File: config.mk
export PLATFORM = sky130hd
export DESIGN_NAME = instruction_fetch
export DESIGN_NICKNAME = d
export VERILOG_FILES = /design/src/rtl/instruction_fetch.sv
export SDC_FILE = /design/constraint.sdc
export NUM_CORES = 1
export LEC_CHECK = 0
export ABC_AREA = 1
export BUFFER_PORTS_ARGS = -buffer_cell sky130_fd_sc_hd__buf_2
export CAP_MARGIN = 20
export CORE_MARGIN = 5
export CORE_UTILIZATION = 49
export CTS_BUF_LIST = sky130_fd_sc_hd__clkbuf_16
export CTS_CLUSTER_DIAMETER = 50
export DETAILED_ROUTE_END_ITERATION = 8
export PLACE_DENSITY = 0.82
export SLEW_MARGIN = 15
export SYNTH_ARGS = -nofsm -noshare
export SYNTH_HDL_FRONTEND = slang
export SYNTH_SLANG_ARGS = --single-unit
File: constraint.sdc
create_clock -name clk -period 2.6 [get_ports clk]
set_input_delay 0.52 -clock clk [delete_from_list [all_inputs] [get_ports clk]]
set_output_delay 0.52 -clock clk [all_outputs]
set_load 0.02 [all_outputs]
File: src/rtl/instruction_fetch.sv
// instruction_fetch: BOOT/RUN/FLUSH fetch stage feeding decode.
// Define IF_PREDECODE_JMP_EN to resolve JMP targets in fetch.
`ifndef OPC_NOP
`define OPC_NOP 4'h0
`endif
`ifndef OPC_JMP
`define OPC_JMP 4'h9
`endif

module instruction_fetch (
  input  logic        clk,
  input  logic        rst,
  input  logic        iStall,
  input  logic        iBranchTaken,
  input  logic [15:0] iBranchTarget,
  output logic [15:0] oAddress,
  input  logic [27:0] iInstruction,
  output logic [27:0] oInstruction,
  output logic [15:0] oPC,
  output logic        oValid
);

  localparam logic [1:0] BOOT  = 2'd0;
  localparam logic [1:0] RUN   = 2'd1;
  localparam logic [1:0] FLUSH = 2'd2;

  localparam logic [27:0] NOP_IR = {`OPC_NOP, 24'd0};

  logic [1:0]  state;
  logic [15:0] pc;
  logic [15:0] pc_next;

  always_comb begin
    pc_next = pc + 16'd1;
`ifdef IF_PREDECODE_JMP_EN
    if (iInstruction[27:24] == `OPC_JMP)
      pc_next = {8'd0, iInstruction[23:16]};
`endif
  end

  assign oAddress = pc;

  // Arms are ordered by priority: boot, redirect, flush, stall, fetch.
  always_ff @(posedge clk or posedge rst) begin
    if (rst) begin
      state        <= BOOT;
      pc           <= 16'd0;
      oPC          <= 16'd0;
      oValid       <= 1'b0;
      oInstruction <= NOP_IR;
    end else begin
      priority case (1'b1)
        (state == BOOT): begin
          state <= RUN;
        end
        iBranchTaken: begin
          pc           <= iBranchTarget;
          oValid       <= 1'b0;
          oInstruction <= NOP_IR;
          state        <= FLUSH;
        end
        (state == FLUSH): begin
          state <= RUN;
        end
        iStall: begin
        end
        default: begin
          oInstruction <= iInstruction;
          oPC          <= pc;
          oValid       <= 1'b1;
          pc           <= pc_next;
          state        <= RUN;
        end
      endcase
    end
  end

endmodule

# Yosys cells after proc, flatten, opt, wreduce, memory -nomap -nowiden
# Cells that the tools add are included.
[totals] register_bits=63 out_inout_bits=61 in_bits=48 elab_cells=30
[op_classes] bitwise_logic=4 mux=13 n_addsub=1 n_reduce_logical=3 eq_ne=4
[ops] op="$mux W28" n=3
[ops] op="$mux W16" n=3
[ops] op="$add A16 B1 Y16 const B" n=1
[ops] op="$mux W2" n=4
[ops] op="$ne A4 B1 Y1 const B" n=1
[ops] op="$not A1 Y1" n=4
[ops] op="$reduce_and A4 Y1" n=1
[ops] op="$mux W1" n=3
[ops] op="$reduce_and A3 Y1" n=1
[ops] op="$eq A2 B2 Y1 const B" n=1
[ops] op="$logic_not A2 Y1" n=1
[ops] op="$ne A2 B1 Y1 const B" n=1
[ops] op="$ne A2 B2 Y1 const B" n=1

# Longest topological paths before layout
# Gate-level depths: netlist of run 1.
[depth] depth_word=4 depth_mapped=8 mapped_depth_nobuf=8

# Least setup slack after synthesis of run 1
# No wires, ideal clock.
[synth_timing] path_type="register to register" from="register pc[1] (netlist: oAddress[1])" to="register pc[6] (netlist: oAddress[6])" t_arrival_ps=1343 stages_incl_launch_ff=9 setup_ps=117 required_time_ps=2483 period_less_slack_ps=1461 setup_slack_ps=1139 n_path_buf=0 path_cell_list="dfrtp_1 > ha_1 > nand3_1 > nor2_1 > inv_1 > o21ai_0 > nand2_1 > o21ai_1 > inv_1"
[synth_between] elab_chain_cells=4
[synth_rtl] element="start: declaration" line="30" text="logic [15:0] pc;"
[synth_rtl] element="start signal: assignment" line="57" text="pc <= iBranchTarget;"
[synth_rtl] element="start signal: assignment" line="71" text="pc <= pc_next;"
[synth_rtl] element="$add A16 B1 Y16" line="34" text="pc_next = pc + 16'd1;"
[synth_rtl] element="$mux W16 (3 in series)" line="52" text="priority case (1'b1)"
# Every way passes these cells. The select of a mux whose other input is x is not followed.
# A chain may end at the register's enable or synchronous reset.

# Worst setup path in the final report of run 1
[layout_timing] from="register state[0]" to="register pc[8] (netlist: oAddress[8])"
[layout_between] elab_chain_cells=3 word_cells_on_any_way=5 classes_between="2 x eq/ne; 1 x bitwise; 2 x reduce/logical"
[layout_rtl] element="start: declaration" line="29" text="logic [1:0] state;"
[layout_rtl] element="start signal: assignment" line="46" text="state <= BOOT;"
[layout_rtl] element="start signal: assignment" line="54" text="state <= RUN;"
[layout_rtl] element="start signal: assignment" line="60" text="state <= FLUSH;"
[layout_rtl] element="$eq A2 B2 Y1 / $logic_not A2 Y1 (equally long branches)" line="62, 53"
[layout_rtl] element="$ne A2 B2 Y1 (no line) / $not A1 Y1 (equally long branches)"
[layout_rtl] element="$reduce_and A3 Y1 (no line) *"
# Mark *: on every way between the ends. The rest lies on a longest branch, timed or not.

==> results by group, run 1 <==
Synth
  – Sequential cell area fraction in the yosys report: 0.533
  – Post-synthesis cell count: 370
  – Dominant cells by area after synthesis: sky130_fd_sc_hd__dfrtp_1, sky130_fd_sc_hd__nand2_1, sky130_fd_sc_hd__nand3_1
  – Cell area after synthesis: slightly below 3000 sq um
  – Top-area cell type share of the netlist area: 0.533
  – Library cell occupying the most area in the post-synthesis netlist: sky130_fd_sc_hd__dfrtp_1
  – Distinct cells, synth: 24
  – Avg Cell Area, Syn: 8.00 sq um
  – Synth warnings: 0
  – Post-synth net total: 419
  – Number of synthesized register bits: 63

Die
  – Area of the core region: 5890 sq um
  – Num ports: between 100 and 150
  – Die width: 87.7 microns
  – Area of the die: 7700 sq um
  – Number of rows created at floorplan: 28
  – Die outline height: 87.7 microns
  – Initial standard-cell utilization of the core: 0.503

Clocking
  – CTS tree: built
  – Post-CTS Hold Buffers: 0
  – Resized Gates After CTS: 0
  – Post-CTS clock slew at the launch and capture registers of the worst setup and hold paths: 0.05 ns
  – Total CTS buffers: 9
  – Buffers inserted by post-CTS timing repair: 0
  – Library cell used as clock root buffer: sky130_fd_sc_hd__clkbuf_16
  – Total number of H-tree levels: 3
  – Clock Sinks: 63
  – Bufs on Longest Clock Path: 2
  – Later-pin clock latency in the skew report: 0.32 ns

Setup path
  – Data arrival time at the worst-slack endpoint: 1.85 ns
  – Delay-heaviest family, CP: compound AO/OA/AOI/OAI gates
  – Setup CP Type: flip-flop to flip-flop
  – Register-to-register setup slack: 0.96 ns
  – Biggest cell delay along the critical path: 0.48 ns
  – Worst path bufs/invs: 3
  – Worst Setup End Kind: flip-flop
  – Nature of the critical path startpoint: flip-flop
  – Crit path max fanout: 22
  – Required @ worst endpoint: about 2.8 ns
  – Cell type of the slowest stage on the worst timing path: sky130_fd_sc_hd__a21oi_4
  – Ordered list of cells on the worst path: inv_2, nand2_2, a21oi_4, buf_4, a21oi_1, o21ai_1, inv_1

STA
  – Final Max Slew Viols: 0
  – Setup repair after global routing missed its margin: false
  – Relative slew margins: 0.546
  – Final clock skew: ~0.0075 ns
  – Max Freq: 609 MHz
  – Worst Tran Pin Value: around 0.68 ns
  – Fin crit period: 1.64 ns
  – Setup Viol. Count Final: 0
  – Post-Route Setup TNS: 0 ns
  – Count of endpoints failing hold in the final timing report: 0
  – Final worst path period share: 0.632

GRT
  – Grt total ovfl: 0
  – Antenna violations before repair: 0
  – Total global-route track usage: 0.203
  – Largest net degree at the start of global routing: 33
  – First-pass GRT wire length: 12.2 mm
  – Via count of the first global-routing pass: 2644

Routing
  – Highest metal layer used by the detailed router: met4
  – Met2 wire length: 3.55 mm
  – Wire length after detailed routing: 7.50 mm
  – Initial detailed-routing violation count: ~100
  – Antenna violation net count after detailed routing: 0
  – DRC violation count after routing: 0
  – Via count: 2806
  – Routed length on met3: 535 microns
  – First-pass iteration count of the detailed router: 5
  – Routed met1 length: 3.27 mm
  – Routed length per instance: roughly 13 microns
  – Vias per inst: 5.04

Power and ir drop
  – Power density relative to cell area: 810 nW/um^2
  – Total power after layout: 3.08 mW
  – Leakage power summed over all cells: about 2.2 nW
  – Largest voltage drop on the vdd net: 447 uV

Final layout
  – Antenna diodes: 0
  – Layout-stage area growth over the synthesis result: 28.4%
  – Number of fill cells in the layout: 521
  – Most common library cell in the layout ignoring fill and taps: sky130_fd_sc_hd__nand2_1
  – Layout cell share with drive strength beyond 1: 0.286
  – Most used cells in the layout excluding fill and tap cells: sky130_fd_sc_hd__nand2_1, sky130_fd_sc_hd__buf_2, sky130_fd_sc_hd__dfrtp_1, sky130_fd_sc_hd__nand3_1, sky130_fd_sc_hd__inv_1
  – Final net count: 526

Flow run
  – Total of max-cap violations: 0

Worst hold path
  – Type of the worst min-delay path: primary input to asynchronous set/reset pin

Place
  – Final RePlAce weighted congestion: 0.833
  – Count of port buffers added during placement: 108
  – Detailed-placement wirelength estimate: 5.52 mm

Status
  – Result of the run: complete, no violations
## flip-flops by register name, indices dropped and copies added, names as in the netlist
signal and count:
oInstruction 28, oAddress 16, oValid 1, state 2
oPC 16
## kinds of logic (layout without fill, tap and decap cells)
| logic type | Yosys count | after routing | share of synthesized area |
|---|---|---|---|
| muxes | 2 | 2 | 0.00887 |
| AOI/OAI and AO/OA | 43 | 43 | 0.0778 |
| DFF | 63 | 63 | 0.533 |
| buffers and inverters | 49 | 161 | 0.0761 |
| adders and majority gates | 1 | 1 | 0.00423 |
| and+or+nand+nor | 212 | 212 | 0.301 |
## final cells by class
class / instances / area (sq um) / area share
Inverter: 31 / 116 / 0.0306
Clock inverter: 7 / 31.3 / 0.00823
Timing Repair Buffer: 114 / 598 / 0.157
Clock buffer: 9 / 225 / 0.0593
Sequential cell: 63 / 1580 / 0.415
Tap cell: 75 / 93.8 / 0.0247
Multi-Input combinational cell: 258 / 1160 / 0.305
## worst paths after layout
| check | start | endpoint | cells past startpoint |
|---|---|---|---|
| worst max-delay path | state[0] | oAddress[8] | 7 |
| worst min-delay path | rst | oInstruction[2] | 2 |
| worst max register to register | state[0] | oAddress[8] | 7 |
| worst min register to register | oInstruction[2] | oInstruction[2] | 2 |
| max in group asynchronous | rst | oPC[14] | 3 |
| min in group clk | iInstruction[5] | oInstruction[5] | 3 |
## cell usage after synthesis (all sizes together)
library cell,number
nand2,130
dfrtp,63
nand3,45
inv,31
nor2,30
o21ai,30
buf,15
a21oi,10
nand4,5
clkbuf,3
mux2,2
o22ai,2
or2,2
a31oi,1
ha,1
## layer usage
layer	up-vias	track usage
met5	-	0
met4	0	0.0725
met3	13	0.0536
met2	102	0.319
met1	1289	0.272
li1	1402	-
## power breakdown
group / switching (mW) / internal [mW]
combinational: 0.523 / 0.264
sequential: 0.132 / 1.13
clock: 0.398 / 0.625
## per-stage QoR
| step | std cells | area [sq um] | hold slack (ns) | setup WS (ns) | util |
|---|---|---|---|---|---|
| 2_1_floorplan | 370 | 2960 | 0.478 | 0.510 | - |
| 3_3_place_gp | 541 | 3540 | 0.449 | 0.736 | 0.602 |
| 3_5_place_dp | 541 | 3540 | 0.453 | 0.718 | 0.602 |
| 4_1_cts | 557 | 3800 | 0.316 | 0.933 | 0.646 |
| 5_1_grt | 557 | 3800 | 0.356 | 0.787 | 0.646 |
| 6_report | 557 | 3800 | 0.298 | 0.957 | 0.646 |
Note: power is estimated with default switching activity, not from simulation.
==> run 2, diff against run 1 <==
- clock period: 2.6 -> 1.6 ns (I/O delays scaled with it)
==> run 2 against run 1 <==
Net effect: hold slack worse by 0.26 ns; non-clock buffer count is 5 higher; sequential share of layout area decreased by 0.58 points; register-to-register slack worse by 0.82 ns.
==> results by group, run 2 (same netlist as run 1, synthesis figures left out) <==
Routing
  – Routed length per instance: 14.3 microns (was 13.5 microns)
  – Wire length after detailed routing: 8.02 mm (was 7.50 mm)
  – Via count: 2926 (was 2806)
  – Antenna violation net count after detailed routing: 0 (unchanged)
  – First-pass iteration count of the detailed router: 5 (unchanged)
  – Vias per inst: 5.21 (was 5.04)
  – DRC violation count after routing: 0 (unchanged)
  – Initial detailed-routing violation count: 239 (was 101)

STA
  – Count of endpoints failing hold in the final timing report: 0 (unchanged)
  – Max Freq: 684 MHz (was 609 MHz)
  – Post-Route Setup TNS: 0 ns (unchanged)
  – Setup Viol. Count Final: 0 (unchanged)
  – Final worst path period share: 0.914 (was 0.632)
  – Setup repair after global routing missed its margin: false (unchanged)
  – Final Max Slew Viols: 0 (unchanged)
  – Fin crit period: 1.46 ns (was 1.64 ns)
  – Relative slew margins: 0.649 (was 0.546)
  – Min Hold Slack: 0.0400 ns (was 0.298 ns)
  – Final Worst Setup Slack: 0.138 ns (was 0.957 ns)
  – Final clock skew: 0.00712 ns (was 0.00751 ns)
  – Worst Tran Pin Value: 0.525 ns (was 0.680 ns)

GRT
  – Largest net degree at the start of global routing: 29 (was 33)
  – Antenna violations before repair: 0 (unchanged)
  – First-pass GRT wire length: 12.5 mm (was 12.2 mm)
  – Total global-route track usage: 0.210 (was 0.203)
  – Grt total ovfl: 0 (unchanged)
  – Via count of the first global-routing pass: 2713 (was 2644)

Clocking
  – Library cell used as clock root buffer: sky130_fd_sc_hd__clkbuf_16 (unchanged)
  – Post-CTS clock slew at the launch and capture registers of the worst setup and hold paths: 0.05 ns (about the same)
  – Total number of H-tree levels: 3 (unchanged)
  – CTS tree: built (unchanged)
  – Clock Sinks: 63 (unchanged)
  – Later-pin clock latency in the skew report: 0.32 ns (about the same)
  – Post-CTS Hold Buffers: 0 (unchanged)
  – Bufs on Longest Clock Path: 2 (unchanged)
  – Total CTS buffers: 9 (unchanged)

Die
  – Die outline height: 87.7 microns (unchanged)
  – Area of the core region: 5890 sq um (unchanged)
  – Number of rows created at floorplan: 28 (unchanged)
  – Area of the die: 7700 sq um (unchanged)
  – Die width: 87.7 microns (unchanged)
  – Initial standard-cell utilization of the core: 0.503 (unchanged)
  – Num ports: 109 (unchanged)

Final layout
  – Layout-stage area growth over the synthesis result: 30.4% (was 28.4%)
  – Most common library cell in the layout ignoring fill and taps: sky130_fd_sc_hd__nand2_1 (unchanged)
  – Antenna diodes: 0 (unchanged)
  – Most used cells in the layout excluding fill and tap cells: sky130_fd_sc_hd__nand2_1, sky130_fd_sc_hd__buf_2, sky130_fd_sc_hd__dfrtp_1, sky130_fd_sc_hd__nand3_1, sky130_fd_sc_hd__inv_1 (unchanged)
  – Final core utilization: 0.656 (was 0.646)
  – Layout cell share with drive strength beyond 1: 0.302 (was 0.286)
  – Number of fill cells in the layout: 494 (was 521)
  – Register containing the most flip-flops in the final layout: oInstruction (unchanged)
  – Filler-free cell count of the finished design: 562 (was 557)
  – Final net count: 531 (was 526)
  – Number of flip-flops in the largest register: 28 (unchanged)

Power and ir drop
  – Largest voltage drop on the vdd net: 813 uV (was 447 uV)
  – Power density relative to cell area: 1310 nW/um^2 (was 810 nW/um^2)
  – Leakage power summed over all cells: 2.19 nW (was 2.16 nW)

Place
  – Placed cell count: 546 (was 541)
  – Count of port buffers added during placement: 108 (unchanged)
  – Final RePlAce weighted congestion: 0.929 (was 0.833)
  – Worst setup slack after placement: 0.122 ns (was 0.718 ns)
  – Detailed-placement wirelength estimate: 5.76 mm (was 5.52 mm)

Setup path
  – Register-to-register setup slack: 0.14 ns (was 0.96 ns)
  – Worst path bufs/invs: 2 (was 3)
  – Crit path max fanout: 5 (was 22)
  – Most used cell, CP: sky130_fd_sc_hd__inv_1
  – Required @ worst endpoint: 1.80 ns (was 2.81 ns)
  – Data arrival time at the worst-slack endpoint: 1.67 ns (was 1.85 ns)
  – Cell type of the slowest stage on the worst timing path: sky130_fd_sc_hd__dfrtp_2 (was sky130_fd_sc_hd__a21oi_4)
  – Delay-heaviest family, CP: flip-flops (was compound AO/OA/AOI/OAI gates)
  – Biggest cell delay along the critical path: 0.41 ns (was 0.48 ns)
  – Nature of the critical path startpoint: flip-flop (unchanged)
  – Worst Setup End Kind: flip-flop (unchanged)
  – Setup CP Type: flip-flop to flip-flop (unchanged)
  – Ordered list of cells on the worst path: ha_2, nand3_1, nor2_1, inv_1, o21ai_0, nand2_1, o21ai_1, inv_1 (was inv_2, nand2_2, a21oi_4, buf_4, a21oi_1, o21ai_1, inv_1)

Worst hold path
  – Type of the worst min-delay path: primary input to asynchronous set/reset pin (unchanged)

Status
  – Result of the run: complete, no violations (unchanged)

Flow run
  – Total of max-cap violations: 0 (unchanged)
[run 2: cell count changes in the layout (fill, tap and decap cells not counted), moves of 2 or more]
| cell | change |
|---|---|
| sky130_fd_sc_hd__dfrtp_1 | -2 |
| sky130_fd_sc_hd__buf_4 | +4 |
| sky130_fd_sc_hd__clkinv_1 | -2 |
| sky130_fd_sc_hd__dfrtp_2 | +2 |
[run 2: where the power goes]
part           leakage (nW)  internal [mW]  total, mW  switching, mW
Combinational          1.27          0.444       1.32          0.878
Clock                 0.133           1.02       1.67          0.657
Sequential            0.792           1.85       2.06          0.217
[run 2: path summary, 6_finish.rpt]
kind	start	endpoint	cells past startpoint
max in group asynchronous	rst	oAddress[7]	3
worst max-delay path	oAddress[0]	oAddress[6]	8
worst min-delay path	rst	oInstruction[0]	2
worst min register to register	oInstruction[10]	oInstruction[10]	2
worst max register to register	oAddress[0]	oAddress[6]	8
min in group clk	iInstruction[3]	oInstruction[3]	3
[run 2: area by class of cell]
type / count / area [sq um] / area share
clock buffer: 9 / 225 / 0.0583
clock inverter: 7 / 32.5 / 0.00843
inverter: 31 / 120 / 0.0311
multi-input combinational: 258 / 1160 / 0.301
sequential: 63 / 1580 / 0.409
tap: 75 / 93.8 / 0.0243
timing repair buffer: 119 / 648 / 0.168
[run 2: timing repair]
action                                  4_1_cts  5_1_grt
buffers inserted                              0        0
endpoints found under the setup margin        0        3
gates resized for setup                       0        3
[run 2: per-layer routing]
| layer | routed length [microns] | vias up | GRT usage |
|---|---|---|---|
| li1 | - | 1407 | - |
| met1 | 3300 | 1390 | 0.265 |
| met2 | 4000 | 120 | 0.349 |
| met3 | 607 | 9 | 0.0470 |
| met4 | 115 | 0 | 0.0879 |
| met5 | 0 | - | 0 |
[run 2: metrics by stage]
step / instance area (sq um) / power, mW
4_1_cts: 3850 / 5.08
6_report: 3860 / 5.06
5_1_grt: 3860 / 5.32
3_3_place_gp: 3600 / 3.35
3_5_place_dp: 3600 / 3.39
2_1_floorplan: 2960 / 2.89
==> run 3, diff against run 2 <==
- CTS_BUF_LIST: sky130_fd_sc_hd__clkbuf_16 -> unset
==> run 3 against run 2 <==
Net effect: design area is 1.9% lower; sequential power hardly changed; wire length is 3.3% lower; via count is 2.5% lower; non-clock buffer count is 1 higher; clock power is 26% lower; power is 8.9% lower; setup slack worse by 0.048 ns; die area stayed put; first-iteration DRC count is 9.6% higher; fmax is 3.1% lower; count of clock-buffer cells in the layout is 4 higher.
==> results by group, run 3 (same netlist as run 1, synthesis figures left out) <==
Place
  – Count of port buffers added during placement: 108 (unchanged)
  – Final RePlAce weighted congestion: 0.929 (unchanged)
  – Worst setup slack after placement: 0.122 ns (unchanged)
  – Detailed-placement wirelength estimate: 5.76 mm (unchanged)

Setup path
  – Worst r2r path cells: 8 (unchanged)
  – Delay-heaviest family, CP: flip-flops (unchanged)
  – Data arrival time at the worst-slack endpoint: 1.72 ns (was 1.67 ns)
  – Ordered list of cells on the worst path: ha_2, nand3_1, nor2_1, inv_1, o21ai_0, nand2_1, o21ai_1, inv_1 (unchanged)
  – Cell type of the slowest stage on the worst timing path: sky130_fd_sc_hd__dfrtp_1 (was sky130_fd_sc_hd__dfrtp_2)
  – Crit path max fanout: 5 (unchanged)
  – Worst Setup End Kind: flip-flop (unchanged)
  – Required @ worst endpoint: 1.81 ns (was 1.80 ns)
  – Setup CP Type: flip-flop to flip-flop (unchanged)
  – Nature of the critical path startpoint: flip-flop (unchanged)
  – Most used cell, CP: sky130_fd_sc_hd__inv_1 (unchanged)
  – Biggest cell delay along the critical path: 0.41 ns (about the same)
  – Worst path bufs/invs: 2 (unchanged)
  – Levels on crit path: 8 (unchanged)

Status
  – Result of the run: complete, no violations (unchanged)

GRT
  – Busiest layer in global routing: met2 (unchanged)
  – Grt total ovfl: 0 (unchanged)
  – Via count of the first global-routing pass: 2675 (was 2713)
  – Total global-route track usage: 0.204 (was 0.210)
  – First-pass GRT wire length: 12.2 mm (was 12.5 mm)
  – Met3 track demand over resource in global routing: 0.0452 (was 0.0470)
  – Antenna violations before repair: 0 (unchanged)
  – Met2 usage: 0.330 (was 0.349)
  – Met1 routing resource usage after global routing: 0.267 (was 0.265)
  – Largest net degree at the start of global routing: 29 (unchanged)

Clocking
  – Total number of H-tree levels: 3 (unchanged)
  – CTS tree: built (unchanged)
  – Library cell used as clock root buffer: sky130_fd_sc_hd__clkbuf_8 (was sky130_fd_sc_hd__clkbuf_16)
  – Clock Sinks: 63 (unchanged)
  – Post-CTS clock slew at the launch and capture registers of the worst setup and hold paths: 0.07 ns (was 0.05 ns)
  – Bufs on Longest Clock Path: 2 (unchanged)
  – Later-pin clock latency in the skew report: 0.33 ns (was 0.32 ns)
  – Total CTS buffers: 9 (unchanged)
  – Post-CTS Hold Buffers: 0 (unchanged)

Power and ir drop
  – Power density relative to cell area: 1220 nW/um^2 (was 1310 nW/um^2)
  – Clock network fraction of design power: 0.268 (was 0.331)
  – Leakage power summed over all cells: 2.15 nW (was 2.19 nW)
  – Power Internal: 2.93 mW (was 3.31 mW)
  – Total power after layout: 4.61 mW (was 5.06 mW)
  – Net switching power: 1.68 mW (was 1.75 mW)
  – Largest voltage drop on the vdd net: 668 uV (was 813 uV)
  – Sequential fraction of design power: 0.445 (was 0.408)
  – Switching Fraction: 0.364 (was 0.346)
  – Share of total power in combinational logic: 0.287 (was 0.261)

Routing
  – Antenna violation net count after detailed routing: 0 (unchanged)
  – DRC violation count after routing: 0 (unchanged)
  – Routed length per instance: 13.8 microns (was 14.3 microns)
  – Initial detailed-routing violation count: 262 (was 239)
  – Vias per inst: 5.07 (was 5.21)
  – Via count: 2854 (was 2926)
  – First-pass iteration count of the detailed router: 4 (was 5)
  – Wire length after detailed routing: 7.76 mm (was 8.02 mm)

STA
  – Setup Viol. Count Final: 0 (unchanged)
  – Final worst path period share: 0.943 (was 0.914)
  – Final clock skew: 0.00896 ns (was 0.00712 ns)
  – Fin crit period: 1.51 ns (was 1.46 ns)
  – Count of endpoints failing hold in the final timing report: 0 (unchanged)
  – Min Hold Slack: 0.0240 ns (was 0.0400 ns)
  – Final Max Slew Viols: 0 (unchanged)
  – Relative slew margins: 0.655 (was 0.649)
  – Post-Route Setup TNS: 0 ns (unchanged)
  – Final Worst Setup Slack: 0.0905 ns (was 0.138 ns)
  – Setup repair after global routing missed its margin: false (unchanged)
  – Max Freq: 662 MHz (was 684 MHz)
  – Worst Tran Pin Value: 0.517 ns (was 0.525 ns)

Final layout
  – Number of fill cells in the layout: 512 (was 494)
  – Layout cell share with drive strength beyond 1: 0.307 (was 0.302)
  – Register containing the most flip-flops in the final layout: oInstruction (unchanged)
  – Number of flip-flops in the largest register: 28 (unchanged)
  – Final net count: 532 (was 531)
  – Final core utilization: 0.643 (was 0.656)
  – Most common library cell in the layout ignoring fill and taps: sky130_fd_sc_hd__nand2_1 (unchanged)
  – Layout-stage area growth over the synthesis result: 27.9% (was 30.4%)
  – FF+latch area: 1580 sq um (about the same)
  – Multi-input combinational cell area: 1160 sq um (unchanged)
  – Most used cells in the layout excluding fill and tap cells: sky130_fd_sc_hd__nand2_1, sky130_fd_sc_hd__buf_2, sky130_fd_sc_hd__dfrtp_1, sky130_fd_sc_hd__nand3_1, sky130_fd_sc_hd__nor2_1 (was sky130_fd_sc_hd__nand2_1, sky130_fd_sc_hd__buf_2, sky130_fd_sc_hd__dfrtp_1, sky130_fd_sc_hd__nand3_1, sky130_fd_sc_hd__inv_1)
  – Antenna diodes: 0 (unchanged)

Die
  – Die width: 87.7 microns (unchanged)
  – Number of rows created at floorplan: 28 (unchanged)
  – Initial standard-cell utilization of the core: 0.503 (unchanged)
  – Area of the core region: 5890 sq um (unchanged)
  – Die outline height: 87.7 microns (unchanged)
  – Num ports: 109 (unchanged)
  – Area of the die: 7700 sq um (unchanged)

Worst hold path
  – Type of the worst min-delay path: primary input to asynchronous set/reset pin (unchanged)

Flow run
  – Total of max-cap violations: 0 (unchanged)
run 3: cell count changes in the layout (fill, tap and decap cells not counted):
| cell | delta |
|---|---|
| sky130_fd_sc_hd__clkbuf_8 | +11 |
| sky130_fd_sc_hd__buf_4 | +1 |
| sky130_fd_sc_hd__inv_1 | -3 |
| sky130_fd_sc_hd__dfrtp_1 | +1 |
| sky130_fd_sc_hd__clkbuf_1 | +2 |
| sky130_fd_sc_hd__inv_2 | +1 |
| sky130_fd_sc_hd__clkinv_1 | -2 |
| sky130_fd_sc_hd__dfrtp_2 | -1 |
| sky130_fd_sc_hd__clkbuf_16 | -9 |
run 3: per-stage QoR:
step,cell area [sq um],cells
2_1_floorplan,2960,370
3_3_place_gp,3600,546
3_5_place_dp,3600,546
4_1_cts,3770,562
5_1_grt,3780,563
6_report,3780,563
run 3: worst paths after layout:
path	start	to	slack, ns
setup / recovery	oAddress[0]	oAddress[6]	0.09
hold / removal	rst	oInstruction[27]	0.02
setup reg to reg	oAddress[0]	oAddress[6]	0.09
hold reg to reg	oInstruction[3]	oInstruction[3]	0.47
max in group asynchronous	rst	oAddress[11]	1.10
min in group clk	iInstruction[17]	oInstruction[17]	0.22
run 3: per-layer routing:
metal  routed length (microns)  vias to the layer above
met5                         0                        -
met4                       153                        0
met3                       615                       11
met2                      3780                      108
met1                      3210                     1332
li1                          -                     1403
run 3: power by group through the flow:
| stage | clock, mW | combinational (mW) | sequential (mW) |
|---|---|---|---|
| final | 1.23 | 1.32 | 2.05 |
| after global placement | 0 | 1.29 | 2.06 |
| after detailed placement | 0 | 1.32 | 2.08 |
| after global routing | 1.33 | 1.46 | 2.09 |
| after floorplan | 0 | 0.537 | 2.35 |
| after CTS | 1.25 | 1.32 | 2.05 |
run 3: repair_timing:
item                                    in CTS  in global routing
gates resized for setup                      0                  3
endpoints found under the setup margin       0                  3
buffers inserted                             0                  1
run 3: layout make-up:
type,count,area share
clock inverter,3,0.00463
tap,75,0.0248
inverter,31,0.0317
timing repair buffer,120,0.173
multi-input combinational,258,0.307
sequential,63,0.417
clock buffer,13,0.0420
